==> config.mk <==
export PLATFORM = sky130hd
export DESIGN_NAME = alu_arbiter
export DESIGN_NICKNAME = d
export VERILOG_FILES = /design/src/rtl/alu_arbiter.sv
export SDC_FILE = /design/constraint.sdc
export NUM_CORES = 1
export LEC_CHECK = 0
export BUFFER_PORTS_ARGS = -buffer_cell sky130_fd_sc_hd__buf_2
export CAP_MARGIN = 20
export CORE_AREA = 2 2 123 125
export DETAILED_ROUTE_END_ITERATION = 7
export DIE_AREA = 0 0 125 127
export PLACE_DENSITY = 0.69
export SYNTH_ARGS = -nofsm -noshare
export SYNTH_HDL_FRONTEND = slang
export SYNTH_SLANG_ARGS = --single-unit
==> constraint.sdc <==
create_clock -name clk -period 2.5 [get_ports clk]
set_input_delay 0.25 -clock clk [delete_from_list [all_inputs] [get_ports clk]]
set_output_delay 0.25 -clock clk [all_outputs]
set_load 0.02 [all_outputs]
==> src/rtl/alu_arbiter.sv <==
// alu_arbiter: shares one combinational ALU between two valid/ready requesters
module alu_arbiter #(
    parameter int FIXED_PRIO = 0,
    parameter int CNT_W = 16
) (
    input  logic             clk,
    input  logic             rst,
    input  logic             req0_valid,
    output logic             req0_ready,
    input  logic [4:0]       req0_ctr,
    input  logic [31:0]      req0_a,
    input  logic [31:0]      req0_b,
    input  logic [4:0]       req0_shamt,
    input  logic             req1_valid,
    output logic             req1_ready,
    input  logic [4:0]       req1_ctr,
    input  logic [31:0]      req1_a,
    input  logic [31:0]      req1_b,
    input  logic [4:0]       req1_shamt,
    output logic             rsp_valid,
    input  logic             rsp_ready,
    output logic             rsp_id,
    output logic [31:0]      rsp_result,
    output logic             rsp_zero,
    output logic             rsp_err,
    output logic [4:0]       ALUctr,
    output logic [31:0]      busA,
    output logic [31:0]      tempBus,
    output logic [4:0]       shamt,
    input  logic [31:0]      Result,
    input  logic             Zero,
    output logic [CNT_W-1:0] op_count
);
    typedef enum logic [1:0] {IDLE, EXEC, RESP} state_t;
    state_t state, state_nx;
    logic rr_last, grant, accept, illegal;

    // Grant selection, handshakes, opcode check and next-state decode
    always_comb begin
        grant = (req0_valid && req1_valid) ? ((FIXED_PRIO != 0) ? 1'b0 : ~rr_last) : req1_valid;
        req0_ready = (state == IDLE) && req0_valid && !grant;
        req1_ready = (state == IDLE) && req1_valid && grant;
        accept = req0_ready || req1_ready;
        rsp_valid = (state == RESP);
        illegal = (ALUctr == 5'b01010) || (ALUctr == 5'b01011) || (ALUctr >= 5'b10001);
        state_nx = (state == IDLE) ? (accept ? EXEC : IDLE) :
                   (state == EXEC) ? RESP :
                   (state == RESP) ? (rsp_ready ? IDLE : RESP) : IDLE;
    end

    // State register
    always_ff @(posedge clk) begin
        if (rst) state <= IDLE;
        else     state <= state_nx;
    end

    // ALU operand registers load only on accept; rr_last doubles as the in-flight id
    always_ff @(posedge clk) begin
        if (rst) begin
            ALUctr  <= '0;
            busA    <= '0;
            tempBus <= '0;
            shamt   <= '0;
            rr_last <= 1'b1;
        end else if (accept) begin
            ALUctr  <= grant ? req1_ctr : req0_ctr;
            busA    <= grant ? req1_a : req0_a;
            tempBus <= grant ? req1_b : req0_b;
            shamt   <= grant ? req1_shamt : req0_shamt;
            rr_last <= grant;
        end
    end

    // Response capture at the end of EXEC and saturating completion count
    always_ff @(posedge clk) begin
        if (rst) begin
            rsp_result <= '0;
            rsp_zero   <= 1'b0;
            rsp_err    <= 1'b0;
            rsp_id     <= 1'b0;
            op_count   <= '0;
        end else begin
            if (state == EXEC) begin
                rsp_result <= illegal ? 32'd0 : Result;
                rsp_zero   <= !illegal && Zero;
                rsp_err    <= illegal;
                rsp_id     <= rr_last;
            end
            if (rsp_valid && rsp_ready && op_count != '1) op_count <= op_count + CNT_W'(1);
        end
    end
endmodule

==> impl_metrics.tcl <==
set metrics [dict create \
    outcome "complete, no violations" \
    worst-setup-path-type "reg2reg" \
    area_delta_synth_final_pct 43.8 \
    grt_pass1_vias 4634 \
    root_buffer "clkbuf_16" \
    drive_gt1_share_pct 43.6 \
    totalWireLength_um 15300 \
    cts_buffers 17 \
    ff_latch_area_mm2 0.00256 \
    core_area_mm2 0.0144 \
    cts.hold.buffers_added 0 \
    skew_ps 10.3 \
    power_density_mw_per_mm2 781 \
    power_leakage_nw 3.66 \
    cp_slowest_cell "or3_1" \
    post_cts_buffers 0 \
    grt_usage_pct 18.7 \
    crit_chain "ha_1 -> nand3_2 -> or3_1 -> nor4_1 -> mux2_2" \
    ios 314 \
    route.detailed.drc 0 \
    wl_per_cell_um 14.9 \
    initial_core_util_pct 36.6 \
    rows 44 \
    final-setup-viol-count 0 \
    cts_buffer_depth 2 \
    overflow 0 \
    synth_seq_cells 128 \
    whs_ps 45.2 \
    cap_violations 0 \
    cts_tree "done" \
    cp.arrival_ps 2290 \
    synth_cell_types 40 \
    ctsResizeCount 0 \
    final_util_pct 52.7 \
    slowest_delay_ps 480 \
    fp.dieW_um 125 \
    setup-tns-final_ps 0 \
    critical_path.max_fanout 7 \
    vias 5005 \
    antenna_found_initial 0 \
    rsz0062_at_grt "no" \
    end_kind "flop" \
    fin_crit_sh_pct 79.7 \
    antenna_left 0 \
    critPathLaunchType "flop" \
    path_clk_slew_ps 60 \
    via_per_inst 4.88 \
    yosysSeqAreaShare_pct 48.5 \
    clock_sinks 128 \
    die_area_mm2 0.0159 \
    nets 1015 \
    dp_hpwl_um 11300 \
    grt_max_degree 78 \
    grt_pass1_wl_um 23600 \
    port_buffers 313 \
    synth_area_mm2 0.00529 \
    yosys_warnings 0 \
    n_antenna_cell 0 \
    hp-class "in2reg" \
    place_congestion 0.791 \
    clk_latency_ps 420 \
    critPathBufInv 0 \
    hold_viol 0 \
    relSlewSlack_pct 65.0 \
    period_needed_ps 1990 \
    worst_pin_slew_ps 522 \
    path_delay_family "simple AND/OR/NAND/NOR gates" \
    ir_drop_mv 0.471 \
    drt-initial-drc-count 186 \
    synth_fp_nets 720 \
    report.final.slew_viol_count 0 \
    htree_levels 4 \
    dr.pass1.iters 4 \
    fillCellCount 1371 \
    fmax_mhz 502 \
    worstPathRequired_ps 2800 \
    synth_area_per_cell_um2 9.92 \
    synthCells 533 \
    multi_input_area_mm2 0.00256 \
    dieHeight_um 127 \
]
-- cell type report --
cell class,count,area share [%]
repair buffers,322,22.0
flip-flops and latches,128,33.7
well taps,184,3.03
clock buffers,17,5.60
clock inverters,15,1.91
multi-input cells,357,33.6
inverters,2,0.0988
-- Yosys cell counts --
master	instances	area, um2
dfxtp_1	128	2560
nor2_1	88	330
mux2i_1	75	751
a211oi_1	74	556
a22o_1	33	289
clkbuf_1	28	105
buf_2	12	60.1
a21oi_1	9	45.0
nand2_1	9	33.8
nor2b_1	8	50.1
buf_1	6	22.5
nor3_1	6	30.0
o31ai_1	6	45.0
or4_1	6	45.0
mux2_2	4	45.0
o21a_1	4	30.0
or3_1	4	25.0
nand3_1	3	15.0
nand4_1	3	18.8
nor4_1	3	18.8
inv_1	2	7.51
nand2b_1	2	12.5
nand4_2	2	25.0
o21ai_0	2	10.0
a211o_1	1	8.76
a21boi_1	1	7.51
a31oi_1	1	6.26
and2_1	1	6.26
and3b_1	1	8.76
and4bb_1	1	12.5
ha_1	1	12.5
nand3_2	1	10.0
nand3b_1	1	7.51
nor3b_1	1	7.51
nor3b_2	1	12.5
nor4_4	1	21.3
o21ba_2	1	10.0
o21bai_1	1	7.51
o22ai_1	1	6.26
o31a_1	1	8.76
-- where the power goes --
group | switching [mW] | internal (mW)
Sequential | 0.101 | 2.24
Combinational | 0.706 | 0.478
Clock | 1.02 | 1.40
-- sequential cells by signal, summed over array words and instances (netlist names) --
register,flops
rr_last,1
tempBus,32
shamt,5
state,2
op_count,16
rsp_err,1
ALUctr,5
rsp_result,32
rsp_zero,1
busA,32
rsp_id,1
-- path summary, 6_finish.rpt --
kind	cells past startpoint	end	slack, ps	start
hold reg to reg	1	rsp_result[25]$_SDFFE_PP0P_	470	rsp_result[25]$_SDFFE_PP0P_
setup reg to reg	5	op_count[14]$_SDFFE_PP0P_	510	op_count[0]$_SDFFE_PP0P_
setup / recovery	5	op_count[14]$_SDFFE_PP0P_	510	op_count[0]$_SDFFE_PP0P_
hold / removal	2	rsp_result[10]$_SDFFE_PP0P_	50	Result[10]
-- cells in the final DEF (no fill, tap or decap), types with 2 or more instances in the layout --
| cell type | n |
|---|---|
| a211oi_1 | 74 |
| a21oi_1 | 9 |
| a22o_1 | 33 |
| buf_12 | 3 |
| buf_2 | 312 |
| buf_4 | 7 |
| clkbuf_16 | 17 |
| clkinv_2 | 3 |
| dfxtp_1 | 128 |
| inv_1 | 2 |
| inv_6 | 8 |
| inv_8 | 2 |
| mux2_2 | 4 |
| mux2i_1 | 75 |
| nand2_1 | 9 |
| nand2b_1 | 2 |
| nand3_1 | 3 |
| nand4_1 | 3 |
| nand4_2 | 2 |
| nor2_1 | 88 |
| nor2b_1 | 7 |
| nor3_1 | 6 |
| nor4_1 | 3 |
| o21a_1 | 3 |
| o21ai_0 | 2 |
| o31ai_1 | 6 |
| or3_1 | 4 |
| or4_1 | 6 |
-- cells by family (layout without fill, tap and decap cells) --
logic type,Yosys count,after routing,share of synthesized area [%]
AND/OR/NAND/NOR,142,142,13.1
AO/OA/AOI/OAI,135,135,19.5
flip-flops,128,128,48.5
multiplexers,79,79,15.1
buffers and inverters,48,356,3.69
adder cells (fa/ha/maj),1,1,0.237
-- stage by stage --
step	cell area (um2)	power, mW	worst slack [ps]	instances
finish	7600	5.94	509	1025
detailed placement	7030	3.58	528	993
global placement	7030	3.57	571	993
global route	7600	6.21	386	1025
floorplan	5290	3.11	478	533
CTS	7600	6.01	514	1025
-- routing by layer --
metal / global-route usage, % / part of all wire, % / vias to the layer above
met2: 31.8 / 49 / 172
met5: 0 / 0 / -
met1: 22.1 / 43 / 2251
met3: 6.32 / 6.4 / 19
li1: - / - / 2563
met4: 6.80 / 1.8 / 0
Power figures use the tool's default switching activity.
